--- src/rtl/mem_ctrl_pkg.sv ---
// Shared types and helpers for the byte-serial memory controller.
package mem_ctrl_pkg;

    localparam int unsigned ADDR_W = 32;
    localparam int unsigned DATA_W = 32;
    localparam int unsigned BYTE_W = 8;

    typedef logic [ADDR_W-1:0] addr_t;
    typedef logic [DATA_W-1:0] word_t;
    typedef logic [BYTE_W-1:0] byte_t;

    typedef enum logic [1:0] {
        ST_IDLE  = 2'd0,
        ST_READ  = 2'd1,
        ST_WRITE = 2'd2
    } state_e;

    typedef enum logic [1:0] {
        SIZE_BYTE = 2'b00,
        SIZE_HALF = 2'b01,
        SIZE_WORD = 2'b10,
        SIZE_RSVD = 2'b11
    } mem_size_e;

    // Captured request; a fetch is a 4-byte read with no write data.
    typedef struct packed {
        logic       wr;
        logic [1:0] last;
        addr_t      addr;
        word_t      wdata;
    } mem_req_t;

    // Index of the last byte of an access; the reserved code behaves as a word.
    function automatic logic [1:0] size_last(input logic [1:0] size);
        case (mem_size_e'(size))
            SIZE_BYTE: return 2'd0;
            SIZE_HALF: return 2'd1;
            default:   return 2'd3;
        endcase
    endfunction

endpackage

--- src/rtl/mem_ctrl.sv ---
// Byte-serial memory controller serving the instruction fetcher and the load/store buffer.
module mem_ctrl
    import mem_ctrl_pkg::*;
#(
    parameter int unsigned IO_SEL_HI = 17
) (
    input  logic              clk,
    input  logic              rst,
    input  logic              rdy,
    input  logic [BYTE_W-1:0] mem_din,
    output logic [BYTE_W-1:0] mem_dout,
    output logic [ADDR_W-1:0] mem_a,
    output logic              mem_wr,
    input  logic              io_buffer_full,
    input  logic              if_start,
    input  logic [ADDR_W-1:0] if_addr,
    output logic              if_finish,
    output logic [DATA_W-1:0] if_inst,
    input  logic              lsb_start,
    input  logic              lsb_wr,
    input  logic [1:0]        lsb_size,
    input  logic [ADDR_W-1:0] lsb_addr,
    input  logic [DATA_W-1:0] lsb_wdata,
    output logic              lsb_finish,
    output logic [DATA_W-1:0] lsb_rdata,
    input  logic              misbranch_flag
);

    function automatic logic is_io(input addr_t a);
        return a[IO_SEL_HI -: 2] == 2'b11;
    endfunction

    state_e   state_q, state_d;
    logic [1:0] cnt_q, cnt_d;
    logic     prime_q, prime_d;
    logic     cur_lsb_q, cur_lsb_d;
    mem_req_t cur_q, cur_d;
    word_t    asm_q, asm_d;
    logic     if_pend_q, if_pend_d;
    addr_t    if_addr_q, if_addr_d;
    logic     lsb_pend_q, lsb_pend_d;
    mem_req_t lsb_q, lsb_d;
    addr_t    mem_a_q, mem_a_d;
    logic     mem_wr_q, mem_wr_d;
    byte_t    mem_dout_q, mem_dout_d;
    logic     if_finish_q, if_finish_d;
    word_t    if_inst_q, if_inst_d;
    logic     lsb_finish_q, lsb_finish_d;
    word_t    lsb_rdata_q, lsb_rdata_d;

    logic       launch;
    logic       wr_try;
    logic [1:0] wr_k;
    addr_t      wr_addr;

    // State and output registers; rdy gating lives in the next-state logic.
    always_ff @(posedge clk) begin
        if (rst) begin
            state_q      <= ST_IDLE;
            cnt_q        <= '0;
            prime_q      <= 1'b0;
            cur_lsb_q    <= 1'b0;
            cur_q        <= '0;
            asm_q        <= '0;
            if_pend_q    <= 1'b0;
            if_addr_q    <= '0;
            lsb_pend_q   <= 1'b0;
            lsb_q        <= '0;
            mem_a_q      <= '0;
            mem_wr_q     <= 1'b0;
            mem_dout_q   <= '0;
            if_finish_q  <= 1'b0;
            if_inst_q    <= '0;
            lsb_finish_q <= 1'b0;
            lsb_rdata_q  <= '0;
        end else begin
            state_q      <= state_d;
            cnt_q        <= cnt_d;
            prime_q      <= prime_d;
            cur_lsb_q    <= cur_lsb_d;
            cur_q        <= cur_d;
            asm_q        <= asm_d;
            if_pend_q    <= if_pend_d;
            if_addr_q    <= if_addr_d;
            lsb_pend_q   <= lsb_pend_d;
            lsb_q        <= lsb_d;
            mem_a_q      <= mem_a_d;
            mem_wr_q     <= mem_wr_d;
            mem_dout_q   <= mem_dout_d;
            if_finish_q  <= if_finish_d;
            if_inst_q    <= if_inst_d;
            lsb_finish_q <= lsb_finish_d;
            lsb_rdata_q  <= lsb_rdata_d;
        end
    end

    // Request capture, arbitration, byte sequencing and next output values.
    always_comb begin
        state_d      = state_q;
        cnt_d        = cnt_q;
        prime_d      = prime_q;
        cur_lsb_d    = cur_lsb_q;
        cur_d        = cur_q;
        asm_d        = asm_q;
        mem_a_d      = mem_a_q;
        mem_wr_d     = mem_wr_q;
        mem_dout_d   = mem_dout_q;
        if_finish_d  = if_finish_q;
        if_inst_d    = if_inst_q;
        lsb_finish_d = lsb_finish_q;
        lsb_rdata_d  = lsb_rdata_q;
        launch       = 1'b0;
        wr_try       = 1'b0;
        wr_k         = 2'd0;
        wr_addr      = '0;

        // Start pulses are never dropped, even while frozen.
        if_pend_d  = if_pend_q | if_start;
        if_addr_d  = if_start ? if_addr : if_addr_q;
        lsb_pend_d = lsb_pend_q | lsb_start;
        lsb_d      = lsb_start ? '{wr: lsb_wr, last: size_last(lsb_size),
                                   addr: lsb_addr, wdata: lsb_wdata} : lsb_q;

        if (rdy) begin
            if_finish_d  = 1'b0;
            lsb_finish_d = 1'b0;

            // A flush kills reads (including same-cycle pulses) but never stores.
            if (misbranch_flag) begin
                if_pend_d = 1'b0;
                if (!lsb_d.wr) begin
                    lsb_pend_d = 1'b0;
                end
            end

            case (state_q)
                ST_IDLE: begin
                    mem_wr_d = 1'b0;
                    mem_a_d  = '0;
                    cnt_d    = 2'd0;
                    asm_d    = '0;
                    launch   = lsb_pend_d | if_pend_d;
                    if (lsb_pend_d) begin
                        cur_d      = lsb_d;
                        cur_lsb_d  = 1'b1;
                        lsb_pend_d = 1'b0;
                    end else if (if_pend_d) begin
                        cur_d     = '{wr: 1'b0, last: 2'd3, addr: if_addr_d, wdata: '0};
                        cur_lsb_d = 1'b0;
                        if_pend_d = 1'b0;
                    end
                    if (launch) begin
                        if (cur_d.wr) begin
                            state_d = ST_WRITE;
                            wr_try  = 1'b1;
                        end else begin
                            state_d = ST_READ;
                            prime_d = 1'b1;
                            mem_a_d = cur_d.addr;
                        end
                    end
                end

                ST_READ: begin
                    if (misbranch_flag) begin
                        state_d = ST_IDLE;
                        mem_a_d = '0;
                    end else if (prime_q) begin
                        // First address cycle: nothing valid on mem_din yet.
                        prime_d = 1'b0;
                        mem_a_d = (cur_q.last != 2'd0) ? cur_q.addr + 32'd1 : '0;
                    end else begin
                        asm_d = asm_q | (word_t'(mem_din) << {cnt_q, 3'b000});
                        if (cnt_q == cur_q.last) begin
                            state_d = ST_IDLE;
                            mem_a_d = '0;
                            if (cur_lsb_q) begin
                                lsb_finish_d = 1'b1;
                                lsb_rdata_d  = asm_d;
                            end else begin
                                if_finish_d = 1'b1;
                                if_inst_d   = asm_d;
                            end
                        end else begin
                            cnt_d   = cnt_q + 2'd1;
                            mem_a_d = (({1'b0, cnt_q} + 3'd2) <= {1'b0, cur_q.last})
                                      ? cur_q.addr + addr_t'(cnt_q) + 32'd2 : '0;
                        end
                    end
                end

                ST_WRITE: begin
                    // mem_wr_q high means byte cnt_q went out this cycle.
                    if (mem_wr_q) begin
                        if (cnt_q == cur_q.last) begin
                            state_d      = ST_IDLE;
                            mem_wr_d     = 1'b0;
                            mem_a_d      = '0;
                            lsb_finish_d = 1'b1;
                        end else begin
                            wr_k   = cnt_q + 2'd1;
                            wr_try = 1'b1;
                        end
                    end else begin
                        wr_k   = cnt_q;
                        wr_try = 1'b1;
                    end
                end

                default: begin
                    state_d  = ST_IDLE;
                    mem_wr_d = 1'b0;
                    mem_a_d  = '0;
                end
            endcase

            // Issue store byte wr_k, or stall while the IO buffer is full.
            if (wr_try) begin
                wr_addr = cur_d.addr + addr_t'(wr_k);
                cnt_d   = wr_k;
                if (is_io(wr_addr) && io_buffer_full) begin
                    mem_wr_d = 1'b0;
                    mem_a_d  = '0;
                end else begin
                    mem_wr_d   = 1'b1;
                    mem_a_d    = wr_addr;
                    mem_dout_d = cur_d.wdata[{wr_k, 3'b000} +: BYTE_W];
                end
            end
        end
    end

    assign mem_a      = mem_a_q;
    assign mem_wr     = mem_wr_q;
    assign mem_dout   = mem_dout_q;
    assign if_finish  = if_finish_q;
    assign if_inst    = if_inst_q;
    assign lsb_finish = lsb_finish_q;
    assign lsb_rdata  = lsb_rdata_q;

endmodule
--- config.mk ---
export PLATFORM = sky130hd
export DESIGN_NAME = mem_ctrl
export DESIGN_NICKNAME = d
export VERILOG_FILES = /design/src/rtl/mem_ctrl_pkg.sv /design/src/rtl/mem_ctrl.sv
export SDC_FILE = /design/constraint.sdc
export NUM_CORES = 1
export LEC_CHECK = 0
export CORE_MARGIN = 2
export CORE_UTILIZATION = 40
export CTS_CLUSTER_DIAMETER = 40
export DETAILED_ROUTE_END_ITERATION = 8
export GPL_ROUTABILITY_DRIVEN = 1
export PLACE_DENSITY = 0.59
export SKIP_CTS_REPAIR_TIMING = 1
export SLEW_MARGIN = 20
export SYNTH_ARGS = -nofsm -noshare
export SYNTH_HDL_FRONTEND = slang
export SYNTH_SLANG_ARGS = --single-unit
--- constraint.sdc ---
create_clock -name clk -period 15.85 [get_ports clk]
set_input_delay 3.17 -clock clk [delete_from_list [all_inputs] [get_ports clk]]
set_output_delay 3.17 -clock clk [all_outputs]
set_load 0.02 [all_outputs]
==> results of run 1 <==
==> layer usage <==
metal	track usage [%]	wire (um)	up-vias
met4	15.5	3050	0
met1	35.9	24600	7348
met3	4.58	3370	152
li1	-	-	7246
met5	0	0	-
met2	45.1	26200	636
==> logic make-up after synthesis <==
| family | after synthesis | synth area share, % |
|---|---|---|
| AO/OA/AOI/OAI | 589 | 25.5 |
| flip-flops | 313 | 40.4 |
| buffers and inverters | 190 | 4.87 |
| XOR/XNOR | 28 | 1.58 |
| adder cells (fa/ha/maj) | 15 | 1.31 |
| multiplexers | 105 | 7.10 |
| AND/OR/NAND/NOR | 684 | 19.2 |
==> final timing paths <==
path                                      from        end  slack [ps]  depth (start not counted)
worst max-delay path            misbranch_flag  mem_a[15]        6520                         20
worst min-delay path                  asm_q[9]   asm_q[9]         470                          2
worst max register to register      lsb_pend_q  mem_a[15]        9610                         19
worst min register to register        asm_q[9]   asm_q[9]         470                          2
==> registers in the layout, indices dropped and copies added, names as in the netlist, 2 cells and up <==
name,count
asm_q,32
if_inst,32
mem_a,32
cnt_q,2
lsb_rdata,32
cur_q,67
mem_dout,8
if_addr_q,32
state_q,2
lsb_q,67
==> final cells by class <==
| type | count | area [um^2] |
|---|---|---|
| inverter | 28 | 105 |
| clock buffer | 60 | 1400 |
| multi-input combinational | 1421 | 8530 |
| fill | 3716 | 18600 |
| sequential | 313 | 6270 |
| tap | 518 | 648 |
| clock inverter | 36 | 519 |
| timing repair buffer | 251 | 2440 |
==> worst max-delay path: cells and delay by family <==
kind	cells	cell delay [ps]
buffers and inverters	5	2010
adders and majority gates	2	660
xor gates and xnor gates	1	210
AOI/OAI and AO/OA	6	1680
and+or+nand+nor	6	2070
==> per-stage QoR <==
| stage | util [%] | hold slack (ps) | area (um^2) | power (mW) | instances |
|---|---|---|---|---|---|
| after floorplan | - | 438 | 15500 | 1.15 | 1924 |
| after global placement | 46.7 | 447 | 18000 | 1.33 | 2531 |
| after detailed placement | 46.7 | 454 | 18000 | 1.33 | 2531 |
| after CTS | 51.7 | 470 | 19900 | 2.56 | 2627 |
| after global routing | 51.7 | 495 | 19900 | 2.64 | 2627 |
| final | 51.7 | 467 | 19900 | 2.54 | 2627 |
==> Yosys cell counts, types with 29 or more instances <==
master / instances
and2_1: 41
o21ai_0: 80
a21oi_1: 174
nor3_1: 29
a22oi_1: 60
dfxtp_1: 313
clkbuf_1: 129
nor2_1: 371
mux2_2: 30
mux2i_1: 74
nand2_1: 133
a211oi_1: 85
nand3_1: 34
a221oi_1: 30
==> report_power, final <==
| group | switching [mW] | internal (mW) | total, mW |
|---|---|---|---|
| registers | 0.0433 | 0.831 | 0.874 |
| logic | 0.286 | 0.162 | 0.448 |
| clock network | 0.453 | 0.768 | 1.22 |
| total | 0.782 | 1.76 | 2.54 |
==> metrics.md, run 1 <==
| Metric | Value |
|---|---|
| Cell taking the most area after synthesis | `dfxtp_1` |
| Dpl ws | `6110 ps` |
| Final count of hold timing violations | `0` |
| HP Class | `reg2reg` |
| Critical path's slowest cell | `clkdlybuf4s50_1` |
| Sink Count | `313` |
| Via count | `15400` |
| RSZ-0062 raised after global routing | `false` |
| Largest net degree at the start of global routing | `163` |
| Clock root buffer master | `clkbuf_16` |
| Core Rows | `72` |
| DIE AREA | `0.0403 mm^2` |
| Ys async rst share | `0%` |
| Share of cells above drive strength 1 | `9.25%` |
| First DRT Iteration DRCs | `1298` |
| Critical Path Sink Type | `flip-flop` |
| Tot GR Track Use | `28.0%` |
| Congestion Overflow GR | `0` |
| Setup_tns | `0 ps` |
| Synth warnings | `0` |
| First-pass GRT wire length | `88.5 mm` |
| CORE AREA | `0.0385 mm^2` |
| Critical-path maximum fanout | `48` |
| Final worst slack | `6520 ps` |
| Port bufs | `220` |
| Starting Density | `40.3%` |
| Top cell type's share of synthesized area | `40.4%` |
| GP Congestion | `0.951` |
| Number of diodes | `0` |
| Cts bufs inserted | `52` |
| Top Ports | `221` |
| Worst-Margin Slew | `1140 ps` |
| Mean area per synthesized cell | `8.06 um^2` |
| Cells after synthesis | `1924` |
| Mapped Area | `0.0155 mm^2` |
| Skew-Pair Late Insertion Delay | `630 ps` |
| Final setup vio count | `0` |
| Crit Path Class | `in2reg` |
| Worst EP arrival | `9840 ps` |
| Register bit total from synthesis | `313` |
| Max Clk Rate | `107 MHz` |
| Die W | `201 um` |
| CP required | `16360 ps` |
| Routed Antenna Nets | `0` |
| Max-slew violation count | `0` |
| CP Cell Sequence | `clkdlybuf4s50_1 -> nand2b_1 -> a22o_2 -> buf_4 -> nand2_1 -> nand2_1 -> buf_4 -> nor2_1 -> a21oi_1 -> ha_1 -> inv_1 -> fa_1 -> a21oi_1 -> nand4_1 -> a2111oi_2 -> xnor2_1 -> a311oi_4 -> buf_4 -> and2_1 -> o2bb2ai_1` |
| DR WL/cell | `21.8 um` |
| Syn_nets | `2053` |
| Drt drc | `0` |
| Final Cycle Share | `58.9%` |
| Worst Clk Skew | `51.2 ps` |
| Power Dens Cells | `128 mW/mm^2` |
| CTS tree | `done` |
| Status | `finished, final reports clean` |
| Most frequent cells in the layout | `nor2_1 (365), dfxtp_1 (313), clkdlybuf4s50_1 (217)` |
| Crit path top cell by count | `buf_4` |
| Lkg Pwr | `7.21 nW` |
| Synth cell types | `82` |
| Prevailing post-synth register cell | `dfxtp_1` |
| Delay of the slowest critical-path stage | `790 ps` |
| Post-Route WL | `57.2 mm` |
| Initial antenna violation count | `0` |
| Final nets | `2196` |
| Headroom to the max-slew limit | `23.3%` |
| Area Growth Syn to Fin | `28.4%` |
| H-tree levels | `2` |
| Max-cap violations | `0` |
| Clk slew on worst S/H paths | `50 ps` |
| Most common cell after layout, fill and taps aside | `nor2_1` |
| Dpl hpwl | `40.1 mm` |
| Register area share after synthesis | `40.4%` |
| Fin crit period | `9330 ps` |
| CTS Buffer Depth | `3` |
| Vias per cell | `5.86` |
| EDFF count, synth | `0` |
| Crit path launch type | `input pin` |
| Largest cells by area after synthesis | `dfxtp_1 (40%), nor2_1 (9.0%), a21oi_1 (5.6%)` |
| Vias in the first global route | `14800` |
| DR pass1 iterations | `6` |
| Die H | `201 um` |
| Max IR drop VDD | `0.0000708 V` |
Power figures use the tool's default switching activity.
==> run 2: changes to the inputs <==
clock period = 8.7 ns   (was 15.85 ns; I/O delays follow)
==> run 2 against run 1 <==
  * First-iteration DRC count increased by 14%
  * Final area decreased by 1.1%
  * Clock-buffer cell count unchanged
  * Non-clock buffer count increased by 2
  * Clock skew decreased by 29 ps
  * Utilization decreased by 0.56 points
  * Global-route usage decreased by 0.33 points
  * Critical path depth decreased by 2
  * Die area unchanged
  * Hold slack about the same
  * Clock power increased by 64%
  * Critical endpoint is now mem_dout[4]
==> metrics.md, run 2 (synthesized netlist as in run 1, its figures left out) <==
| Metric | Value |
|---|---|
| Final count of hold timing violations | `0` |
| Vias in the first global route | `14800` |
| DR WL/cell | `21.6 um` |
| RSZ-0062 raised after global routing | `false` |
| Starting Density | `40.3%` |
| Area of the multi-input gates | `0.00852 mm^2` |
| Total Power | `4.41 mW` |
| Cells on Worst Hold Path | `2` |
| Final nets | `2196` |
| Skew-Pair Late Insertion Delay | `590 ps` |
| Area Growth Syn to Fin | `27.1%` |
| Port bufs | `220` |
| Utilization after layout | `51.2%` |
| Hold EP | `asm_q[28]` |
| Worst reg2reg startpoint | `lsb_pend_q` |
| Fin crit period | `6740 ps` |
| Final Cycle Share | `77.4%` |
| Clock root buffer master | `clkbuf_16` |
| Status | `finished, final reports clean` |
| HP Class | `reg2reg` |
| Clk slew on worst S/H paths | `50 ps` |
| Top Ports | `221` |
| H-tree levels | `2` |
| First-pass GRT wire length | `87.5 mm` |
| Fillcell total | `3698` |
| Final setup vio count | `0` |
| CORE AREA | `0.0385 mm^2` |
| Worst R2R End | `mem_dout[4]` |
| Max Clk Rate | `148 MHz` |
| Die W | `201 um` |
| Max-cap violations | `0` |
| Core Rows | `72` |
| Share of cells above drive strength 1 | `9.11%` |
| Die H | `201 um` |
| Crit path launch type | `input pin` |
| Worst-Margin Slew | `1160 ps` |
| Max-slew violation count | `0` |
| CP required | `9200 ps` |
| Worst Reg2Reg Path Length in Cells | `18` |
| CTS tree | `done` |
| Tot GR Track Use | `27.7%` |
| R2r setup slk | `3700 ps` |
| Critical-path maximum fanout | `42` |
| Critical Path Sink Type | `flip-flop` |
| Crit Path Class | `in2reg` |
| Lkg Pwr | `7.13 nW` |
| Sink Count | `313` |
| Congestion Overflow GR | `0` |
| First DRT Iteration DRCs | `1483` |
| Routed Antenna Nets | `0` |
| Number of diodes | `0` |
| CTS Buffer Depth | `3` |
| Largest net degree at the start of global routing | `97` |
| Drt drc | `0` |
| GP Congestion | `0.966` |
| Dpl hpwl | `40.6 mm` |
| Via count | `15300` |
| Top flop regs | `cur_q x67, lsb_q x67` |
| Post-Route WL | `56.8 mm` |
| Headroom to the max-slew limit | `22.3%` |
| Power Dens Cells | `224 mW/mm^2` |
| DIE AREA | `0.0403 mm^2` |
| Hold wc startpoint | `asm_q[28]` |
| Vias per cell | `5.81` |
| Most common cell after layout, fill and taps aside | `nor2_1` |
| Initial antenna violation count | `0` |
| Seq. cell area | `0.00627 mm^2` |
| Max IR drop VDD | `0.000132 V` |
| Cts bufs inserted | `50` |
| Worst EP arrival | `7240 ps` |
| DR pass1 iterations | `6` |
| Setup_tns | `0 ps` |
| Most frequent cells in the layout | `nor2_1 (366), dfxtp_1 (313), clkdlybuf4s50_1 (217)` |
| Worst Clk Skew | `22.3 ps` |
## run 2: cell count changes in the layout (fill, tap and decap cells not counted), sizes merged
cell	change
inv	-1
clkinvlp	-1
clkinv	+3
buf	+2
bufinv	-5
## run 2: per-layer routing
| layer | vias up | global-route usage (%) | share of wire, % |
|---|---|---|---|
| met2 | 589 | 45.7 | 47 |
| met5 | - | 0 | 0 |
| met3 | 153 | 4.17 | 6.0 |
| li1 | 7236 | - | - |
| met4 | 0 | 13.6 | 4.9 |
| met1 | 7284 | 35.3 | 42 |
## run 2: power by group
group | switching, mW | internal [mW]
logic | 0.525 | 0.295
clock network | 0.781 | 1.22
registers | 0.0757 | 1.51
## run 2: worst max path at each step
stage | start | to | slack (ps) | cells after the start
after floorplan | lsb_start | mem_dout[0] | 2510 | 20
after global placement | misbranch_flag | mem_dout[6] | 1710 | 18
after detailed placement | misbranch_flag | mem_dout[4] | 1520 | 18
after CTS | misbranch_flag | mem_dout[4] | 2100 | 18
after global routing | misbranch_flag | mem_dout[1] | 1650 | 18
final | misbranch_flag | mem_dout[4] | 1960 | 18
## run 2: final cells by class
| cell class | instances | area share (%) |
|---|---|---|
| well taps | 518 | 3.29 |
| clock buffers | 60 | 7.00 |
| flip-flops and latches | 313 | 31.8 |
| multi-input cells | 1421 | 43.2 |
| repair buffers | 253 | 12.4 |
| inverters | 28 | 0.534 |
| clock inverters | 32 | 1.70 |
## run 2: metrics by stage
stage	setup slack [ps]	hold WS (ps)	area (um^2)	std cells
finish	1960	467	19700	2625
global route	1650	489	19700	2625
CTS	2100	472	19700	2625
detailed placement	1520	459	18000	2533
global placement	1710	449	18000	2533
floorplan	2510	438	15500	1924
## run 2: worst max-delay path: stages
cell and delay (ps):
clkdlybuf4s50_1 770, o21ba_2 1000, nand2_1 120, buf_4 250
nand2_1 110, nor2_1 50, a21oi_1 180, ha_1 200
inv_1 60, fa_1 480, a21oi_1 150, nand4_1 250
a2111oi_2 460, xnor2_1 210, a311oi_4 490, buf_4 360
nor2_1 90, a211oi_2 210
